==> src/rtl/grey_scan_ctrl.sv <==
// Display scan controller: snapshots a 9-digit one-step-code bundle once per frame
// and time-multiplexes the decoded digits onto one 7-segment output.
// Optional leading-zero blanking is enabled with the GREY_SCAN_LZB_EN macro.
module grey_scan_ctrl #(
  parameter int DWELL      = 4,
  parameter int NUM_DIGITS = 9
) (
  input  logic        i_clk,
  input  logic        i_rst,
  input  logic [44:0] i_digits,
  input  logic        i_hold,
  output logic [6:0]  o_seg,
  output logic [3:0]  o_dig_sel,
  output logic        o_frame_start,
  output logic        o_err
);

  typedef enum logic [1:0] {SNAP, SHOW, BLANK} state_t;

  localparam logic [7:0] DWELL_LAST = 8'(DWELL - 1);
  localparam logic [3:0] IDX_LAST   = 4'(NUM_DIGITS - 1);

  state_t      state;
  logic [3:0]  idx;
  logic [7:0]  cnt;
  logic [44:0] snap;

  function automatic logic [4:0] code_at(input logic [44:0] s, input logic [3:0] k);
    logic [4:0] c;
    c = '0;
    for (int j = 0; j < 9; j++)
      if (int'(k) == j) c = s[5*j +: 5];
    return c;
  endfunction

  // Returns {invalid, value}
  function automatic logic [4:0] decode(input logic [4:0] c);
    case (c)
      5'b00000: return {1'b0, 4'd0};
      5'b00001: return {1'b0, 4'd1};
      5'b00011: return {1'b0, 4'd2};
      5'b00010: return {1'b0, 4'd3};
      5'b00110: return {1'b0, 4'd4};
      5'b00100: return {1'b0, 4'd5};
      5'b01100: return {1'b0, 4'd6};
      5'b01000: return {1'b0, 4'd7};
      5'b11000: return {1'b0, 4'd8};
      5'b10000: return {1'b0, 4'd9};
      default:  return {1'b1, 4'd0};
    endcase
  endfunction

  function automatic logic [6:0] seg_of(input logic [3:0] v);
    case (v)
      4'd0:    return 7'h3F;
      4'd1:    return 7'h06;
      4'd2:    return 7'h5B;
      4'd3:    return 7'h4F;
      4'd4:    return 7'h66;
      4'd5:    return 7'h6D;
      4'd6:    return 7'h7D;
      4'd7:    return 7'h07;
      4'd8:    return 7'h7F;
      default: return 7'h6F;
    endcase
  endfunction

`ifdef GREY_SCAN_LZB_EN
  // True when digits k..NUM_DIGITS-1 are all the valid zero code
  function automatic logic zero_tail(input logic [44:0] s, input logic [3:0] k);
    logic z;
    z = 1'b1;
    for (int j = 0; j < 9; j++)
      if (j >= int'(k) && j < NUM_DIGITS && s[5*j +: 5] != 5'b00000) z = 1'b0;
    return z;
  endfunction
`endif

  // Returns {err, seg} for digit k of bundle s
  function automatic logic [7:0] show_word(input logic [44:0] s, input logic [3:0] k);
    logic [4:0] d;
    d = decode(code_at(s, k));
`ifdef GREY_SCAN_LZB_EN
    if (k != 4'd0 && zero_tail(s, k)) return 8'h00;
`endif
    if (d[4]) return {1'b1, 7'h79};
    return {1'b0, seg_of(d[3:0])};
  endfunction

  // Outputs are computed from the next state so they line up with the state register
  always_ff @(posedge i_clk) begin
    if (i_rst) begin
      state         <= SNAP;
      idx           <= '0;
      cnt           <= '0;
      snap          <= '0;
      o_seg         <= '0;
      o_dig_sel     <= '0;
      o_frame_start <= 1'b0;
      o_err         <= 1'b0;
    end else begin
      o_frame_start <= 1'b0;
      case (state)
        SNAP: begin
          if (!i_hold) snap <= i_digits;
          {o_err, o_seg} <= show_word(i_hold ? snap : i_digits, 4'd0);
          idx           <= '0;
          cnt           <= '0;
          o_dig_sel     <= '0;
          o_frame_start <= 1'b1;
          state         <= SHOW;
        end
        SHOW: begin
          if (cnt == DWELL_LAST) begin
            cnt   <= '0;
            o_seg <= '0;
            o_err <= 1'b0;
            state <= BLANK;
          end else begin
            cnt <= cnt + 8'd1;
          end
        end
        BLANK: begin
          if (idx == IDX_LAST) begin
            state <= SNAP;
          end else begin
            idx            <= idx + 4'd1;
            o_dig_sel      <= idx + 4'd1;
            {o_err, o_seg} <= show_word(snap, idx + 4'd1);
            state          <= SHOW;
          end
        end
        default: state <= SNAP;
      endcase
    end
  end

endmodule
==> config.mk <==
export PLATFORM = sky130hd
export DESIGN_NAME = grey_scan_ctrl
export DESIGN_NICKNAME = d
export VERILOG_FILES = /design/src/rtl/grey_scan_ctrl.sv
export SDC_FILE = /design/constraint.sdc
export NUM_CORES = 1
export LEC_CHECK = 0
export CAP_MARGIN = 20
export CORE_MARGIN = 1
export CORE_UTILIZATION = 45
export DETAILED_ROUTE_END_ITERATION = 8
export PLACE_DENSITY_LB_ADDON = 0.25
export SKIP_LAST_GASP = 1
export SLEW_MARGIN = 10
export SYNTH_ARGS = -nofsm -noshare
export SYNTH_HDL_FRONTEND = slang
export SYNTH_SLANG_ARGS = --single-unit
==> constraint.sdc <==
create_clock -name i_clk -period 4.09 [get_ports i_clk]
set_input_delay 0.409 -clock i_clk [delete_from_list [all_inputs] [get_ports i_clk]]
set_output_delay 0.409 -clock i_clk [all_outputs]
set_load 0.005 [all_outputs]
==> flow_summary.json, run 1 <==
{
  "status": "completed",
  "fin_worst_skew_ns": 0.0105,
  "drive_gt1_share_pct": 8.76,
  "yosysSeqAreaShare_pct": 33.5,
  "post-route-period-util_pct": 93.2,
  "cts.clk_slew.worst_paths_ns": 0.08,
  "area_growth_pct": 22.7,
  "cp_num_buf_inv": 3,
  "diodes": 0,
  "power_density_nw_per_um2": 357,
  "syn_nets": 623,
  "arrival_ns": 4.07,
  "utilization_pct": 57.2,
  "r2r_end": "o_seg[1]",
  "critical_path_class": "register to register",
  "fmax_ghz": 0.262,
  "fp.coreArea_um2": 8720,
  "rsz0062_at_grt": "no",
  "slowest_delay_ns": 0.50,
  "io_buffers": 60,
  "postCtsSetupBuffers": 0,
  "grt_remaining_overflow": 0,
  "critical_path.most_common_cell": "ha_1",
  "peakVddDrop_mv": 0.172,
  "min_from": "snap[16]",
  "p_comb_share_pct": 23.2,
  "dr_wl_met3_um": 547,
  "vias": 3973,
  "slew_violations": 0,
  "synth_seq_cells": 68,
  "rows": 34,
  "p_int_uw": 1250,
  "first_global_vias": 3802,
  "ios": 61,
  "end_kind": "register",
  "synth_edf_count": 0,
  "wl_per_cell_um": 14.1,
  "place.detailed.hpwl_um": 7450,
  "tightest_slew_ns": 0.721,
  "path_delay_family": "compound AO/OA/AOI/OAI gates",
  "required_ns": 4.34,
  "grtUsageTotal_pct": 22.0,
  "drv_cap": 0,
  "netlist-cell-type-count": 61,
  "drc": 0,
  "syn-cell-area_um2": 4070,
  "total_power_uw": 1780,
  "gp_congestion": 0.961,
  "cts_tree": "built",
  "path_cells": "inv_1, ha_1, inv_2, o21a_1, a22oi_1, o22ai_1, a21oi_4, ha_1, inv_1, o31ai_4, o21ai_0, ha_1, nor3_1, or3_1, a311oi_1",
  "ys_warn_count": 0,
  "ant_nets": 0,
  "drt-pass1-iter-count": 5,
  "critPathLaunchType": "register",
  "p_leak_uw": 0.00193,
  "fillers": 837,
  "tns_ns": 0,
  "ys.flop_type": "dfxtp_1",
  "multiInputGateArea_um2": 2520,
  "clockBufferDepth": 2,
  "hold_viol_final": 0,
  "highest_layer": "met4",
  "start_util_pct": 46.6,
  "net-switching-power_uw": 527,
  "via_per_inst": 5.57,
  "min_period_ns": 3.81,
  "wl_met2_um": 4550,
  "r2r_slack_ns": 0.28,
  "mostFrequentLayoutCell": "nand2_1",
  "slew_headroom_pct": 51.7,
  "cp_max_fo": 15,
  "crit_slowest_cell": "ha_1",
  "async_reset_ff_share_pct": 0,
  "synthCells": 549,
  "nNetsFinal": 674,
  "die-area_um2": 9420,
  "fp.dieW_um": 97.0,
  "cts_sinks": 68,
  "grt_max_degree": 44,
  "htreeDepth": 3,
  "grt_pass1_wl_um": 17100,
  "min_to": "snap[16]",
  "wirelength_um": 10100,
  "pwr-share-seq_pct": 41.9,
  "p_sw_share_pct": 29.6,
  "rr_worst_depth": 15,
  "worstSkewPairLatency_ns": 0.35,
  "drt-initial-drc-count": 276,
  "min_path_type": "register to register",
  "numCtsBuffers": 9,
  "die_h_um": 97.0,
  "setup_viol_count_final": 0,
  "final_cell_mix": "nand2_1 (134), a21oi_1 (79), dfxtp_1 (66), clkdlybuf4s50_1 (59), nor2_1 (41)",
  "syn_area_per_cell_um2": 7.40,
  "antenna_found_initial": 0,
  "rr_startpoint": "idx[0]",
  "hold_buffers": 0,
  "cp.depth": 15,
  "drt-met1-wl_um": 4710,
  "ff_latch_area_um2": 1360,
  "power_frac_clock_pct": 34.8,
  "whs_path_depth": 2,
  "clockRootBuffer": "clkbuf_8"
}
[kinds of logic after synthesis]
group,after synthesis,share of synthesized area (%)
simple gates,231,24.8
fa+ha+maj,26,8.00
compound gates,165,25.7
xor+xnor,2,0.431
mux,11,2.86
buf+inv,46,4.71
flops,68,33.5
[cell usage after synthesis (6+ instances only)]
master / count / area share [%]
a31oi_1: 8 / 1.2
o21ai_0: 27 / 3.3
nand2_1: 134 / 12
nor3_1: 7 / 0.86
a22oi_1: 6 / 1.1
clkbuf_1: 24 / 2.2
mux2i_1: 6 / 1.5
and2_1: 6 / 0.92
o22ai_1: 6 / 0.92
nand2b_1: 6 / 0.92
ha_1: 26 / 8.0
inv_1: 14 / 1.3
dfxtp_1: 68 / 33
nand3_1: 11 / 1.4
nor2_1: 42 / 3.9
a21oi_1: 79 / 9.7
[area by class of cell]
| type | instances | area share, % |
|---|---|---|
| multi-input combinational | 435 | 50.5 |
| sequential | 68 | 27.3 |
| timing repair buffer | 71 | 13.8 |
| tap | 108 | 2.71 |
| clock buffer | 9 | 2.48 |
| clock inverter | 7 | 1.98 |
| inverter | 15 | 1.13 |
[power groups by stage]
stage	clock network [µW]	registers, µW	logic [µW]
finish	620	746	413
global route	662	752	463
CTS	633	746	413
detailed placement	0	761	410
global placement	0	759	400
floorplan	0	751	267
[how the worst max path moves through the flow]
stage	startpoint	endpoint	slack, ns
floorplan	idx[0]	o_seg[1]	0.30
global placement	idx[0]	o_seg[1]	0.39
detailed placement	idx[0]	o_seg[1]	0.15
CTS	idx[0]	o_seg[1]	0.12
global route	idx[0]	o_seg[1]	0.004
finish	idx[0]	o_seg[1]	0.28
[through the flow]
step           hold WS [ns]  worst slack, ns  instances  instance area (µm²)
6_report              0.459            0.279        713                 4990
5_1_grt               0.488          0.00373        713                 4990
4_1_cts               0.461            0.121        713                 4980
3_5_place_dp          0.450            0.151        697                 4760
3_3_place_gp          0.446            0.392        696                 4740
2_1_floorplan         0.431            0.300        549                 4070
[layer usage]
| metal | global-route usage, % | vias up |
|---|---|---|
| met5 | 0 | - |
| met4 | 9.07 | 0 |
| met3 | 4.48 | 20 |
| met2 | 35.7 | 119 |
| met1 | 28.4 | 1831 |
| li1 | - | 2003 |
[worst register-to-register path, stage by stage, from the launching register on]
cell and delay (ns):
dfxtp_2 0.37, inv_1 0.14, ha_1 0.50, inv_2 0.21
o21a_1 0.15, a22oi_1 0.16, o22ai_1 0.14, a21oi_4 0.25
ha_1 0.22, inv_1 0.07, o31ai_4 0.29, o21ai_0 0.23
ha_1 0.36, nor3_1 0.05, or3_1 0.32, a311oi_1 0.26
[sequential cells by signal, summed over array words and instances, names as in the netlist]
register	count
o_seg	7
idx	4
o_err	1
state	2
o_frame_start	1
snap	45
cnt	8
[timing repair]
item	CTS	global route
gates resized for setup	0	4
endpoints found under the hold margin	0	0
endpoints found under the setup margin	0	3
(Power assumes the default switching activity.)
==> run 2, diff against run 1 <==
--- a/config.mk
+++ b/config.mk
@@ -9,6 +9,7 @@
 export CORE_MARGIN = 1
 export CORE_UTILIZATION = 45
 export DETAILED_ROUTE_END_ITERATION = 8
+export GPL_ROUTABILITY_DRIVEN = 0
 export PLACE_DENSITY_LB_ADDON = 0.25
 export SKIP_LAST_GASP = 1
 export SLEW_MARGIN = 10
==> run 2 against run 1 <==
Clock skew fell by 0.0018 ns. Die area did not move. Hold slack improved by 0.0020 ns. First-iteration DRC count fell by 17%. Final cell count fell by 0.14%. Worst setup slack improved by 0.099 ns. Via count fell by 2.9%. Sequential share of layout area rose by 0.18 points. Combinational power barely moved. Critical path depth did not move. Routed wire length fell by 1.4%. Critical endpoint unchanged. Largest cell class unchanged.
==> flow_summary.json, run 2 (synthesis gave the netlist of run 1 again) <==
{
  "critPathLaunchType": "register",
  "slew_violations": 0,
  "arrival_ns": 3.99,
  "end_kind": "register",
  "die-area_um2": 9420,
  "fillers": 826,
  "io_buffers": 60,
  "drive_gt1_share_pct": 8.61,
  "ff_latch_area_um2": 1360,
  "die_h_um": 97.0,
  "ant_nets": 0,
  "stdcell_area_um2": 4960,
  "fmax_ghz": 0.269,
  "grt_pass1_wl_um": 17000,
  "place_area_um2": 4740,
  "tightest_slew_ns": 0.775,
  "wirelength_um": 9920,
  "drt-initial-drc-count": 230,
  "reg_top3": "snap (45), cnt (8), o_seg (7)",
  "setup_viol_count_final": 0,
  "rr_worst_depth": 15,
  "via_per_inst": 5.42,
  "grtUsageTotal_pct": 22.0,
  "cts_sinks": 68,
  "cts_tree": "built",
  "top_register": "snap",
  "drc": 0,
  "hold_buffers": 0,
  "htreeDepth": 3,
  "fin_worst_skew_ns": 0.00877,
  "worstSkewPairLatency_ns": 0.36,
  "status": "completed",
  "cp_max_fo": 15,
  "cts.clk_slew.worst_paths_ns": 0.08,
  "mostFrequentLayoutCell": "nand2_1",
  "whs_path_depth": 2,
  "nNetsFinal": 673,
  "rsz0062_at_grt": "no",
  "vias": 3857,
  "required_ns": 4.37,
  "antenna_found_initial": 0,
  "min_path_type": "register to register",
  "power_density_nw_per_um2": 353,
  "clockRootBuffer": "clkbuf_8",
  "drt-pass1-iter-count": 4,
  "area_growth_pct": 21.9,
  "peakVddDrop_mv": 0.165,
  "post-route-period-util_pct": 90.8,
  "largest_reg_flops": 45,
  "r2r_slack_ns": 0.38,
  "wl_per_cell_um": 13.9,
  "clockBufferDepth": 2,
  "start_util_pct": 46.6,
  "grt_max_degree": 41,
  "hold_viol_final": 0,
  "grt_remaining_overflow": 0,
  "drv_cap": 0,
  "multiInputGateArea_um2": 2520,
  "critical_path_class": "register to register",
  "min_period_ns": 3.71,
  "numCtsBuffers": 9,
  "fp.dieW_um": 97.0,
  "tns_ns": 0,
  "fp.coreArea_um2": 8720,
  "p_leak_uw": 0.00191,
  "rows": 34,
  "diodes": 0,
  "place.detailed.hpwl_um": 7370,
  "final_cell_mix": "nand2_1 (134), a21oi_1 (79), dfxtp_1 (66), clkdlybuf4s50_1 (59), nor2_1 (41)",
  "first_global_vias": 3698,
  "ios": 61,
  "slew_headroom_pct": 48.1
}
[run 2: power by group]
| part | leakage, µW | internal [µW] | switching (µW) |
|---|---|---|---|
| Combinational | 0.00125 | 192 | 220 |
| Clock | 0.000102 | 316 | 275 |
| Sequential | 0.000559 | 713 | 33.0 |
[run 2: final timing paths]
check                              start       end
worst min register to register  snap[30]  snap[30]
worst min-delay path            snap[30]  snap[30]
worst max register to register    idx[0]  o_seg[1]
worst max-delay path              idx[0]  o_seg[1]
[run 2: layer usage]
layer	track usage (%)	vias up	share of wire (%)
li1	-	1996	-
met1	28.4	1752	48
met2	35.2	84	45
met3	4.99	25	4.3
met4	9.64	0	2.5
met5	0	-	0
[run 2: through the flow]
step / total power (µW) / setup slack (ns) / hold WS [ns] / instances / util, %
after floorplan: 1020 / 0.300 / 0.431 / 549 / -
after global placement: 1160 / 0.416 / 0.445 / 696 / 54.3
after detailed placement: 1170 / 0.210 / 0.447 / 696 / 54.3
after CTS: 1760 / 0.186 / 0.463 / 712 / 56.7
after global routing: 1840 / 0.0101 / 0.479 / 712 / 56.8
final: 1750 / 0.377 / 0.461 / 712 / 56.8
[run 2: cell type report]
class                   instances  share of cell area [%]
inverters                      15                    1.14
repair buffers                 70                    13.5
flip-flops and latches         68                    27.5
clock buffers                  11                    3.05
clock inverters                 5                    1.19
well taps                     108                    2.73
multi-input cells             435                    50.8
[run 2: repair_timing]
action / in CTS / in global routing
setup endpoints to repair: 0 / 4
setup buffers: 0 / 0
gates resized for setup: 0 / 4
[run 2: critical path: stages, from the launching register on]
cell	delay, ns
dfxtp_2	0.37
inv_1	0.13
ha_1	0.48
inv_2	0.21
o21a_1	0.16
a22oi_1	0.16
o22ai_1	0.13
a21oi_4	0.23
ha_1	0.21
inv_1	0.07
o31ai_4	0.29
o21ai_0	0.22
ha_1	0.36
nor3_1	0.06
or3_1	0.32
a311oi_1	0.24
==> run 3, diff against run 2 <==
--- a/config.mk
+++ b/config.mk
@@ -11,6 +11,7 @@
 export DETAILED_ROUTE_END_ITERATION = 8
 export GPL_ROUTABILITY_DRIVEN = 0
 export PLACE_DENSITY_LB_ADDON = 0.25
+export SKIP_CTS_REPAIR_TIMING = 1
 export SKIP_LAST_GASP = 1
 export SLEW_MARGIN = 10
 export SYNTH_ARGS = -nofsm -noshare
==> results of run 3 <==
Same layout as run 2: the final DEF is identical, and so are final timing and power.
